<file path="src/rtl/tlb_write_unit.sv">
// TLB entry array with TLBWI/TLBWR write path, CP0 Random/Wired upkeep and a TLBR read port.
// Optional TLBP compare logic is built when the macro TLB_PROBE_EN is defined.
module tlb_write_unit #(
  parameter int TLB_ENTRIES = 16,
  parameter int IDX_W       = 4,
  parameter int WIRED_ADDR  = 6
) (
  input  logic             clk,
  input  logic             rst,
  input  logic             tlbwi_i,
  input  logic             tlbwr_i,
  input  logic [31:0]      index_i,
  input  logic [31:0]      entryhi_i,
  input  logic [31:0]      entrylo0_i,
  input  logic [31:0]      entrylo1_i,
  input  logic             write_cp0_i,
  input  logic [4:0]       write_cp0_addr_i,
  input  logic [31:0]      write_cp0_data_i,
  input  logic [IDX_W-1:0] rd_idx_i,
  output logic [31:0]      rd_entryhi_o,
  output logic [31:0]      rd_entrylo0_o,
  output logic [31:0]      rd_entrylo1_o,
  output logic [31:0]      random_o,
  output logic [31:0]      wired_o,
  output logic             tlbw_done_o,
  output logic             probe_hit_o,
  output logic [IDX_W-1:0] probe_idx_o
);

  localparam logic [IDX_W-1:0] RAND_MAX = IDX_W'(TLB_ENTRIES - 1);

  logic [18:0]      vpn2_q [TLB_ENTRIES];
  logic [7:0]       asid_q [TLB_ENTRIES];
  logic             g_q    [TLB_ENTRIES];
  logic [24:0]      lo0_q  [TLB_ENTRIES];
  logic [24:0]      lo1_q  [TLB_ENTRIES];
  logic [IDX_W-1:0] random_q, random_d;
  logic [IDX_W-1:0] wired_q, wired_d;
  logic             done_q;
  logic             we_s;
  logic             wired_wr_s;
  logic [IDX_W-1:0] waddr_s;
  logic             unused_ok_s;

  assign we_s       = tlbwi_i | tlbwr_i;
  // TLBWI has priority; Random is the value held before this edge's update.
  assign waddr_s    = tlbwi_i ? index_i[IDX_W-1:0] : random_q;
  assign wired_wr_s = write_cp0_i && (write_cp0_addr_i == 5'(WIRED_ADDR));

  always_comb begin
    random_d = random_q;
    wired_d  = wired_q;
    if (wired_wr_s) begin
      random_d = RAND_MAX;
      wired_d  = write_cp0_data_i[IDX_W-1:0];
    end else if (random_q <= wired_q) begin
      random_d = RAND_MAX;
    end else begin
      random_d = random_q - IDX_W'(1);
    end
  end

  always_ff @(posedge clk or posedge rst) begin
    if (rst) begin
      for (int i = 0; i < TLB_ENTRIES; i++) begin
        vpn2_q[i] <= 19'd0;
        asid_q[i] <= 8'd0;
        g_q[i]    <= 1'b0;
        lo0_q[i]  <= 25'd0;
        lo1_q[i]  <= 25'd0;
      end
      random_q <= RAND_MAX;
      wired_q  <= '0;
      done_q   <= 1'b0;
    end else begin
      random_q <= random_d;
      wired_q  <= wired_d;
      done_q   <= we_s;
      if (we_s) begin
        vpn2_q[waddr_s] <= entryhi_i[31:13];
        asid_q[waddr_s] <= entryhi_i[7:0];
        g_q[waddr_s]    <= entrylo0_i[0] & entrylo1_i[0];
        lo0_q[waddr_s]  <= entrylo0_i[25:1];
        lo1_q[waddr_s]  <= entrylo1_i[25:1];
      end
    end
  end

  assign rd_entryhi_o  = {vpn2_q[rd_idx_i], 5'b0_0000, asid_q[rd_idx_i]};
  assign rd_entrylo0_o = {6'b00_0000, lo0_q[rd_idx_i], g_q[rd_idx_i]};
  assign rd_entrylo1_o = {6'b00_0000, lo1_q[rd_idx_i], g_q[rd_idx_i]};
  assign random_o      = {{(32-IDX_W){1'b0}}, random_q};
  assign wired_o       = {{(32-IDX_W){1'b0}}, wired_q};
  assign tlbw_done_o   = done_q;

`ifdef TLB_PROBE_EN
  // Scan from the top down so the lowest matching index is the one left standing.
  always_comb begin
    probe_hit_o = 1'b0;
    probe_idx_o = '0;
    for (int i = TLB_ENTRIES - 1; i >= 0; i--) begin
      if ((vpn2_q[i] == entryhi_i[31:13]) &&
          (g_q[i] || (asid_q[i] == entryhi_i[7:0]))) begin
        probe_hit_o = 1'b1;
        probe_idx_o = IDX_W'(i);
      end else begin
        probe_hit_o = probe_hit_o;
      end
    end
  end
`else
  assign probe_hit_o = 1'b0;
  assign probe_idx_o = '0;
`endif

  assign unused_ok_s = &{1'b0, index_i[31:IDX_W], entryhi_i[12:8], entrylo0_i[31:26],
                         entrylo1_i[31:26], write_cp0_data_i[31:IDX_W]};

endmodule
</file>
<file path="config.mk">
export PLATFORM = sky130hd
export DESIGN_NAME = tlb_write_unit
export DESIGN_NICKNAME = d
export VERILOG_FILES = /design/src/rtl/tlb_write_unit.sv
export SDC_FILE = /design/constraint.sdc
export NUM_CORES = 2
export LEC_CHECK = 0
export CELL_PAD_IN_SITES_DETAIL_PLACEMENT = 0
export CELL_PAD_IN_SITES_GLOBAL_PLACEMENT = 1
export CORE_AREA = 10 10 322 386
export DETAILED_ROUTE_END_ITERATION = 6
export DIE_AREA = 0 0 332 396
export DONT_BUFFER_PORTS = 1
export PLACE_DENSITY = 0.82
export SLEW_MARGIN = 20
export SYNTH_ARGS = -nofsm -noshare
export SYNTH_HDL_FRONTEND = slang
export SYNTH_SLANG_ARGS = --single-unit
</file>
<file path="constraint.sdc">
create_clock -name clk -period 49.8 [get_ports clk]
set_clock_uncertainty 0.05 [all_clocks]
set_input_delay 12.45 -clock clk [delete_from_list [all_inputs] [get_ports clk]]
set_output_delay 12.45 -clock clk [all_outputs]
set_load 0.05 [all_outputs]
</file>
## Word-level counts from Yosys, hierarchy flattened

Cells that the tools add are included.
W data, S select, Z words.

| cells by class | value |
|---|---|
| add/subtract/negate cells | 1 |
| reduce and logical (&&, ||, !) cells | 2 |
| equality and inequality tests | 1 |
| bitwise logic cells | 4 |
| mux-type cells | 31 |
| $lt $le $gt $ge | 4 |

Operators with widths:

| cell | number |
|---|---|
| $bwmux W400 | 2 |
| $bwmux W304 | 1 |
| $bmux W25 S4 | 2 |
| $bwmux W128 | 1 |
| $mux W25 | 5 |
| $demux W25 S4 | 1 |
| $bmux W19 S4 | 1 |
| $demux W19 S4 | 1 |
| $mux W19 | 3 |
| $bmux W8 S4 | 1 |
| $demux W8 S4 | 1 |
| $mux W8 | 3 |
| $bwmux W16 | 1 |
| $mux W4 | 3 |
| $ge A5 B5 Y1 const B | 2 |
| $not A4 Y5 | 2 |
| $eq A5 B3 Y1 const B | 1 |
| $lt A5 B1 Y1 const B | 1 |
| $bmux W1 S4 | 1 |
| $demux W1 S4 | 1 |
| $le A4 B4 Y1 | 1 |
| $sub A4 B1 Y4 const B | 1 |
| $mux W1 | 3 |
| $logic_and A1 B1 Y1 | 2 |
| other kinds (2) | 2 |

| word-level totals | value |
|---|---|
| input bits | 174 |
| register bits after elaboration | 1257 |
| logic and storage cells | 126 |
| output and inout bits | 166 |

## Logic depth before layout (Yosys ltp)

| depth | value |
|---|---|
| depth in word-level cells | 7 |
| depth in mapped cells | 7 |
| gate-level depth less buffers | 5 |

## Least setup slack after synthesis

No wires, ideal clock.

| path | value |
|---|---|
| path type | input -> output |
| start | input port rd_idx_i[0] |
| end | output port rd_entrylo1_o[0] |
| data arrival time | 14552 ps |
| stages on the path | 7 |
| slack | 22748 ps |
| buffers on the path | 4 |
| cell sequence | clkbuf_1 clkbuf_1 buf_2 mux4_2 a22oi_1 nand2_1 buf_4 |

| between the ends | value |
|---|---|
| longest elaborated chain between the ends | 4 |

RTL lines:

| item | line | text |
|---|---|---|
| from (decl) | 19 | `input logic [IDX_W-1:0] rd_idx_i,` |
| $not A4 Y5 | - |  |
| $bmux W1 S4 | - |  |
| $mux W1 (2 in a row) | - |  |
| to (decl) | 22 | `output logic [31:0] rd_entrylo1_o,` |

Every way passes these cells. The select of a mux whose other input is x is not followed.

## Worst setup path in the final report

| path | value |
|---|---|
| start | input port rd_idx_i[2] |
| end | output port rd_entrylo0_o[2] |

| between the ends | value |
|---|---|
| longest elaborated chain between the ends | 4 |

RTL lines:

| item | line | text |
|---|---|---|
| $not A4 Y5 (not written as such) | 90 | `assign rd_entrylo0_o = {6'b00_0000, lo0_q[rd_idx_i], g_q[rd_idx_i]};` |
| $bmux W25 S4 | 90 |  |
| $mux W25 (not written as such) (2 in a row) | 90 |  |
| to (decl) | 21 | `output logic [31:0] rd_entrylo0_o,` |

Every way passes these cells. The select of a mux whose other input is x is not followed.

==> impl_metrics.json <==
{
  "dr.max_layer_used": "met4",
  "cp.required_ns": 37.30,
  "firstDrtPassIters": 4,
  "die_area_mm2": 0.131,
  "max_slew.worst_pin.slew_ns": 1.09,
  "cts_resized": 0,
  "slew_headroom_pct": 27.5,
  "die_width_um": 332,
  "synth_top_area_share_pct": 55.2,
  "synth_area_leader_cell": "dfrtp_1",
  "grt_pass1_wl_mm": 202,
  "hold_path.class": "flip-flop to flip-flop",
  "fillers": 9428,
  "drv_cap": 0,
  "avgSynthCellArea_um2": 16.1,
  "crit_buf_inv": 1,
  "areaGrowthSynthToFinish_pct": 8.99,
  "rsz0062_at_grt": "false",
  "antenna_found_initial": 3,
  "synth-edff-count": 0,
  "status": "completed",
  "cts_setup_buffers": 0,
  "wirelength_mm": 132,
  "ios": 340,
  "dpl.hpwl_mm": 70.3,
  "period_minus_slack_ns": 27.51,
  "cts_tree": "built",
  "htreeDepth": 4,
  "cts_root_buf": "clkbuf_16",
  "dr_wl_met2_mm": 65.3,
  "yosysWarnings": 0,
  "drc": 0,
  "drive_gt1_share_pct": 52.8,
  "hold_viol_final": 0,
  "cp_max_fo": 52,
  "end_kind": "output pin",
  "path_clk_slew_ns": 0.06,
  "cp_slowest_cell": "buf_4",
  "cts_hold_buf": 0,
  "drv_slew": 0,
  "wl_met1_mm": 56.0,
  "place_area_mm2": 0.0575,
  "initial_core_util_pct": 48.9,
  "leakagePower_nw": 26.5,
  "fmax_ghz": 0.0364,
  "final_cell_count_no_fill": 5010,
  "p_per_area_mw_per_mm2": 61.2,
  "grtUsageTotal_pct": 19.9,
  "viasPerCell": 6.00,
  "period_share_pct": 55.2,
  "clock_latency_ns": 0.74,
  "crit_chain": "nor2b_4 > buf_4 > a22oi_1 > nand2_1",
  "antenna_left": 0,
  "critical_path.startpoint_type": "input port",
  "die_y_um": 396,
  "antenna_cells": 0,
  "synth_area_leaders": "dfrtp_1 55%, mux2_2 24%, mux4_2 12%",
  "finalSetupViolCount": 0,
  "synthCells": 3519,
  "critPathMaxStageDelay_ns": 0.90,
  "final_nets": 3562,
  "fin_setup_tns_ns": 0,
  "seq_area_frac_synth_pct": 55.4,
  "wl_met3_mm": 7.69,
  "synth_seq_cells": 1257,
  "wl_per_cell_um": 26.3,
  "async_flop_share_pct": 100,
  "gr-total-overflow": 0,
  "drtIter0Drc": 1886,
  "synth_cell_types": 46,
  "grt_start_max_net_pins": 313,
  "final_core_utilization_pct": 53.3,
  "clk_path_buf_depth": 3,
  "dpl.cell_count": 4775,
  "final_area_mm2": 0.0619,
  "cts_buffers": 133,
  "timing_worst_setup_path_type": "input port to output pin",
  "cp.arrival_ns": 15.01,
  "core_area_mm2": 0.116,
  "num_rows": 137,
  "cpLargestDelayFamily": "simple AND/OR/NAND/NOR gates",
  "numClockSinks": 1257,
  "first_global_vias": 32600,
  "ys.flop_type": "dfrtp_1",
  "port_buffers": 0,
  "place.gp.congestion": 0.702,
  "num_vias": 30100,
  "ir_drop_v": 0.0000364,
  "synth_area_mm2": 0.0568
}
==> worst reg2reg max path, cell delays in order, from the launching register on <==
cell and delay [ns]:
dfstp_2 0.79, nor3b_2 0.61, o2bb2a_4 0.56, buf_4 0.67, buf_4 0.67, mux2_2 0.43
==> layout make-up <==
cell class                      instances  area [µm²]  area share, %
Clock buffer                          195        3950           6.37
Clock inverter                         38         408          0.659
Inverter                                6        30.0         0.0485
Multi-Input combinational cell       1934       23700           38.2
Sequential cell                      1257       31500           50.8
Tap cell                             1529        1910           3.09
Timing Repair Buffer                   51         473          0.764
==> power breakdown <==
group | internal [W] | switching, W
logic | 0.000619 | 0.000413
registers | 0.00153 | 0.000244
clock network | 0.000576 | 0.000407
total | 0.00272 | 0.00106
==> Yosys cell counts (2+ instances only) <==
cell	n
dfrtp_1	1253
mux2_2	1223
mux4_2	312
a22oi_1	156
clkbuf_1	147
buf_2	128
buf_4	108
nand2_1	79
mux2_1	19
buf_1	10
mux2_4	10
o22ai_2	7
inv_1	6
buf_6	5
ha_1	5
and3b_1	4
dfstp_2	4
nor2b_1	4
o211ai_1	4
a2bb2oi_2	3
nor3b_2	3
nand3_1	2
nor4bb_1	2
o22ai_1	2
xnor2_1	2
==> placed cells by master (no fill, tap or decap), drive strengths merged, types with 2 or more instances in the layout <==
cell,count
a22oi,157
a2bb2oi,3
and2,2
and3b,4
buf,51
bufinv,5
clkbuf,195
clkinv,19
clkinvlp,7
conb,78
dfrtp,1253
dfstp,4
ha,5
inv,13
mux2,1252
mux4,312
nand2,79
nand3,2
nor2b,4
nor3,2
nor3b,4
nor4bb,2
o211ai,4
o22ai,9
xnor2,2
==> kinds of logic after synthesis <==
kind of cell | share of synthesized area [%]
other | 0.00660
flip-flops | 55.4
XOR/XNOR | 0.0309
adder cells (fa/ha/maj) | 0.110
buffers and inverters | 3.74
AO/OA/AOI/OAI | 2.50
AND/OR/NAND/NOR | 0.950
multiplexers | 37.3
==> state kept, by name (all words and copies together) (netlist names) <==
name         cells
lo0_q          400
lo1_q          400
vpn2_q         304
asid_q         128
g_q             16
random_q         4
wired_q          4
tlbw_done_o      1
==> stage by stage <==
step | setup WS, ns | power, W | hold slack, ns
detailed placement | 22.24 | 0.00283 | 0.426
CTS | 22.24 | 0.00382 | 0.439
finish | 22.29 | 0.00379 | 0.439
floorplan | 1.88 | 0.00265 | 0.403
global placement | 22.24 | 0.00277 | 0.413
global route | 22.21 | 0.00399 | 0.453
==> layer usage <==
metal	up-vias	track usage, %
met5	-	0
met4	0	5.28
met3	185	5.08
met2	599	33.3
met1	16600	25.7
li1	12700	-
==> path summary, 6_finish.rpt <==
kind,cells past startpoint,startpoint,slack (ns),endpoint
max in group asynchronous,6,rst,33.95,random_q[3]$_DFF_PP1_
min in group asynchronous,1,rst,11.70,asid_q[91]$_DFFE_PP0P_
setup / recovery,4,rd_idx_i[2],22.29,rd_entrylo0_o[2]
hold / removal,1,lo0_q[334]$_DFFE_PP0P_,0.44,lo0_q[334]$_DFFE_PP0P_
hold reg to reg,1,lo0_q[334]$_DFFE_PP0P_,0.44,lo0_q[334]$_DFFE_PP0P_
setup reg to reg,5,random_q[2]$_DFF_PP1_,45.90,lo0_q[223]$_DFFE_PP0P_
No activity file was read; power rests on OpenSTA's default activity.
